===== src/rtl/instruction_loader.sv =====
// Packs a valid/ready byte stream into 32-bit little-endian words and writes
// them into the instruction memory, flagging completion or overflow.
module instruction_loader #(
    parameter int SIZE = 128
) (
    input  logic        clk,
    input  logic        reset,
    input  logic        start,
    input  logic [7:0]  byte_in,
    input  logic        byte_valid,
    input  logic        byte_last,
    output logic        byte_ready,
    output logic        wr_en,
    output logic [31:0] wr_addr,
    output logic [31:0] wr_data,
    output logic [31:0] word_count,
    output logic        load_done,
    output logic        load_error
);
    localparam logic [2:0] IDLE    = 3'd0;
    localparam logic [2:0] COLLECT = 3'd1;
    localparam logic [2:0] WRITE   = 3'd2;
    localparam logic [2:0] DONE    = 3'd3;
    localparam logic [2:0] ERROR   = 3'd4;

    localparam logic [31:0] SIZE_W = 32'(SIZE);

    logic [2:0]  state;
    logic [1:0]  lane;
    logic        last_seen;
    logic [31:0] word;
    logic        room;

    assign room = (word_count < SIZE_W);

    always_ff @(posedge clk) begin
        if (reset) begin
            state      <= IDLE;
            lane       <= 2'd0;
            last_seen  <= 1'b0;
            word       <= 32'd0;
            word_count <= 32'd0;
        end else begin
            case (state)
                IDLE, DONE, ERROR: begin
                    if (start) begin
                        state      <= COLLECT;
                        lane       <= 2'd0;
                        last_seen  <= 1'b0;
                        word       <= 32'd0;
                        word_count <= 32'd0;
                    end
                end
                COLLECT: begin
                    if (byte_valid) begin
                        word[{lane, 3'b000} +: 8] <= byte_in;
                        lane <= lane + 2'd1;
                        if (lane == 2'd3 || byte_last) begin
                            state     <= WRITE;
                            last_seen <= byte_last;
                        end
                    end
                end
                WRITE: begin
                    if (room) begin
                        word_count <= word_count + 32'd1;
                        lane       <= 2'd0;
                        // Cleared so a short final word is zero-padded in its upper lanes.
                        word       <= 32'd0;
                        state      <= last_seen ? DONE : COLLECT;
                    end else begin
                        state <= ERROR;
                    end
                end
                default: state <= IDLE;
            endcase
        end
    end

    assign byte_ready = (state == COLLECT);
    assign wr_en      = (state == WRITE) && room;
    assign wr_addr    = {word_count[29:0], 2'b00};
    assign wr_data    = word;
    assign load_done  = (state == DONE);
    assign load_error = (state == ERROR);
endmodule


===== config.mk =====
export PLATFORM = sky130hd
export DESIGN_NAME = instruction_loader
export DESIGN_NICKNAME = d
export VERILOG_FILES = /design/src/rtl/instruction_loader.sv
export SDC_FILE = /design/constraint.sdc
export NUM_CORES = 1
export LEC_CHECK = 0
export ABC_AREA = 1
export BUFFER_PORTS_ARGS = -buffer_cell sky130_fd_sc_hd__buf_2
export CAP_MARGIN = 25
export CORE_MARGIN = 2
export CORE_UTILIZATION = 45
export DETAILED_ROUTE_END_ITERATION = 8
export GPL_TIMING_DRIVEN = 0
export PLACE_DENSITY = 0.76
export SYNTH_ARGS = -nofsm -noshare
export SYNTH_HDL_FRONTEND = slang
export SYNTH_SLANG_ARGS = --single-unit

===== constraint.sdc =====
create_clock -name clk -period 1.9 [get_ports clk]
set_clock_uncertainty 0.15 [all_clocks]
set_input_delay 0 -clock clk [delete_from_list [all_inputs] [get_ports clk]]
set_output_delay 0 -clock clk [all_outputs]
set_load 0.01 [all_outputs]

==> impl_metrics.env <==
export IMPL_status="finished, final reports clean"
export IMPL_dp_cells=808
export IMPL_setup_ws_ns=0.109
export IMPL_fill_cells=815
export IMPL_total_power_mw=7.43
export IMPL_internal_power_mw=4.11
export IMPL_syn_to_final_growth_pct=29.2
export IMPL_ios=113
export IMPL_hpwlAfterDp_mm=7.15
export IMPL_max_clock_freq_mhz=558
export IMPL_core_area_sq_mm=0.00830
export IMPL_r2r_start="lane[0]$_SDFFE_PP0P_"
export IMPL_mostFrequentLayoutCells="148 x nand2_1, 113 x buf_2, 102 x inv_1"
export IMPL_ys_types=30
export IMPL_drc=0
export IMPL_grt_pass1_vias=3475
export IMPL_slew_violations=0
export IMPL_avgSynthCellArea_sq_um=6.57
export IMPL_crit_slowest_cell="dfxtp_4"
export IMPL_drt_first_iter_violations=115
export IMPL_synth_seq_cells=70
export IMPL_hp_class="input port to flop"
export IMPL_wire_per_inst_microns=11.5
export IMPL_antennaDiodeCount=0
export IMPL_grt_max_degree=15
export IMPL_yosysSeqAreaShare=0.360
export IMPL_vias_per_cell=4.57
export IMPL_hold_viol_final=0
export IMPL_crit_path_start="lane[0]$_SDFFE_PP0P_"
export IMPL_fin_cells=839
export IMPL_p_seq_frac=0.275
export IMPL_dieArea_sq_mm=0.00942
export IMPL_combPwrFrac=0.539
export IMPL_num_vias=3834
export IMPL_gp_congestion=0.888
export IMPL_clock_sinks=70
export IMPL_syn_inst=593
export IMPL_yosysWarningCount=0
export IMPL_routed_wl_mm=9.61
export IMPL_io_buffers=109
export IMPL_cp_top_family="simple AND/OR/NAND/NOR gates"
export IMPL_initial_core_util=0.470
export IMPL_cp_common_cell="nand2_1"
export IMPL_p_switching_mw=3.32
export IMPL_period_needed_ns=1.79
export IMPL_cts_buffers=9
export IMPL_power_density_mw_per_mm2=1470
export IMPL_antenna_left=0
export IMPL_synth_area_sq_mm=0.00390
export IMPL_place_ws_ns=-0.408
export IMPL_crit_fanout=7
export IMPL_crit_type="flop to flop"
export IMPL_grt_use_total=0.202
export IMPL_synthArstFlopShare=0
export IMPL_power_switching_share=0.446
export IMPL_drive_above_1_share=0.297
export IMPL_die_h_microns=97.1
export IMPL_h_tree_depth=3
export IMPL_nNetsFinal=749
export IMPL_ir_drop_v=0.000899
export IMPL_cts_tree="built"
export IMPL_rsz0062_at_grt="yes"
export IMPL_clkTransAtPathRegs_ns=0.08
export IMPL_clockBufferDepth=2
export IMPL_critPathCaptureType="flop"
export IMPL_ys_flop_type="dfxtp_1"
export IMPL_critPathLaunchType="flop"
export IMPL_setup_viol=0
export IMPL_critPathArrivalTime_ns=1.93
export IMPL_cp_num_buf_inv=3
export IMPL_finalCritPeriodShare=0.943
export IMPL_cts_root_buf="clkbuf_8"
export IMPL_crit_path_cell_trace="inv_2 -> ha_4 -> inv_4 -> nor4_4 -> buf_4 -> nand2_1 -> nand4_1 -> nand2_1 -> nor2_1"
export IMPL_final_common_cell="nand2_1"
export IMPL_critPathMaxStageDelay_ns=0.39
export IMPL_tns_ns=0
export IMPL_overflow=0
export IMPL_antenna_found_initial=0
export IMPL_die_w_microns=97.1
export IMPL_crit_required_ns=2.04
export IMPL_synth_edff_count=0
export IMPL_hold_start="byte_in[1]"
export IMPL_power_leakage_nw=2.88
export IMPL_first_pass_iters=4
export IMPL_cap_violations=0
export IMPL_insertion_delay_ns=0.35
export IMPL_p_clk_frac=0.186
export IMPL_grt_pass1_wl_mm=16.0
export IMPL_rows=33
==> path summary, 6_finish.rpt <==
| check | end | slack, ns | cells past startpoint |
|---|---|---|---|
| worst max-delay path | wr_data[20]$_SDFFE_PP0P_ | 0.11 | 9 |
| worst min-delay path | wr_data[17]$_SDFFE_PP0P_ | 0.006 | 7 |
| worst max register to register | wr_data[20]$_SDFFE_PP0P_ | 0.11 | 9 |
| worst min register to register | word_count[30]$_SDFFE_PP0P_ | 0.31 | 2 |
==> layout make-up <==
class / instances / area (sq um) / area share
Multi-Input combinational cell: 356 / 1770 / 0.352
Sequential cell: 70 / 1410 / 0.280
Timing Repair Buffer: 124 / 678 / 0.135
Inverter: 114 / 430 / 0.0854
Buffer: 54 / 389 / 0.0772
Tap cell: 105 / 131 / 0.0261
Clock buffer: 9 / 124 / 0.0246
Clock inverter: 7 / 103 / 0.0204
==> kinds of logic after synthesis <==
| logic type | count (synthesis) | synth area share |
|---|---|---|
| and+or+nand+nor | 324 | 0.376 |
| buffers and inverters | 168 | 0.207 |
| DFF | 70 | 0.360 |
| AOI/OAI and AO/OA | 18 | 0.0231 |
| adders and majority gates | 7 | 0.0225 |
| xor gates and xnor gates | 5 | 0.0112 |
| other | 1 | 0.000962 |
==> worst register-to-register path, cell delays in order, from the launching register on <==
cell and delay [ns]:
dfxtp_4 0.39, inv_2 0.09, ha_4 0.31, inv_4 0.06
nor4_4 0.21, buf_4 0.19, nand2_1 0.06, nand4_1 0.11
nand2_1 0.08, nor2_1 0.09
==> through the flow <==
step                      instance area (sq um)  hold WS (ns)  utilization
after floorplan                            3910        0.0102            -
after global placement                     4580         0.144        0.552
after detailed placement                   4580         0.154        0.552
after CTS                                  4900       0.00364        0.590
after global routing                       5040        0.0419        0.607
final                                      5040       0.00615        0.607
==> per-layer routing <==
layer  up-vias  GRT usage  share of wire  wire (microns)
met1      1704      0.275           0.46            4470
met5         -          0              0               0
met2        80      0.322           0.47            4570
li1       2036          -              -               -
met3        14     0.0353          0.045             432
met4         0     0.0748          0.015             149
==> state kept, by name (all words and copies together), names as in the netlist <==
| signal | cells |
|---|---|
| last_seen | 1 |
| state | 3 |
| word_count | 32 |
| lane | 2 |
| wr_data | 32 |
==> power groups by stage <==
stage | Sequential (mW) | Combinational (mW) | Clock, mW
detailed placement | 2.07 | 3.60 | 0
CTS | 2.06 | 3.77 | 1.40
global route | 2.10 | 4.57 | 1.47
global placement | 2.06 | 3.54 | 0
finish | 2.05 | 4.00 | 1.38
floorplan | 2.22 | 2.51 | 0
==> synth_stat cells, types with 3 or more instances <==
library cell | n | area share
nand3_4 | 4 | 0.018
buf_6 | 5 | 0.014
buf_2 | 5 | 0.0064
nand2_1 | 149 | 0.14
nand2_2 | 4 | 0.0064
a21oi_1 | 13 | 0.017
inv_1 | 105 | 0.10
nor2_1 | 94 | 0.091
dfxtp_1 | 70 | 0.36
inv_2 | 7 | 0.0067
o21ai_0 | 3 | 0.0039
clkbuf_1 | 8 | 0.0077
xor2_1 | 4 | 0.0090
ha_1 | 7 | 0.022
nand3_1 | 25 | 0.032
nand4_1 | 37 | 0.059
buf_4 | 35 | 0.067
==> what timing repair did <==
action                                 CTS  global route
pin swaps                                2             2
setup endpoints to repair               31            58
setup buffers                            2            10
endpoints found under the hold margin    5             0
gates resized for setup                  9            17
hold buffers                             3             0
No activity file was read; power rests on OpenSTA's default activity.
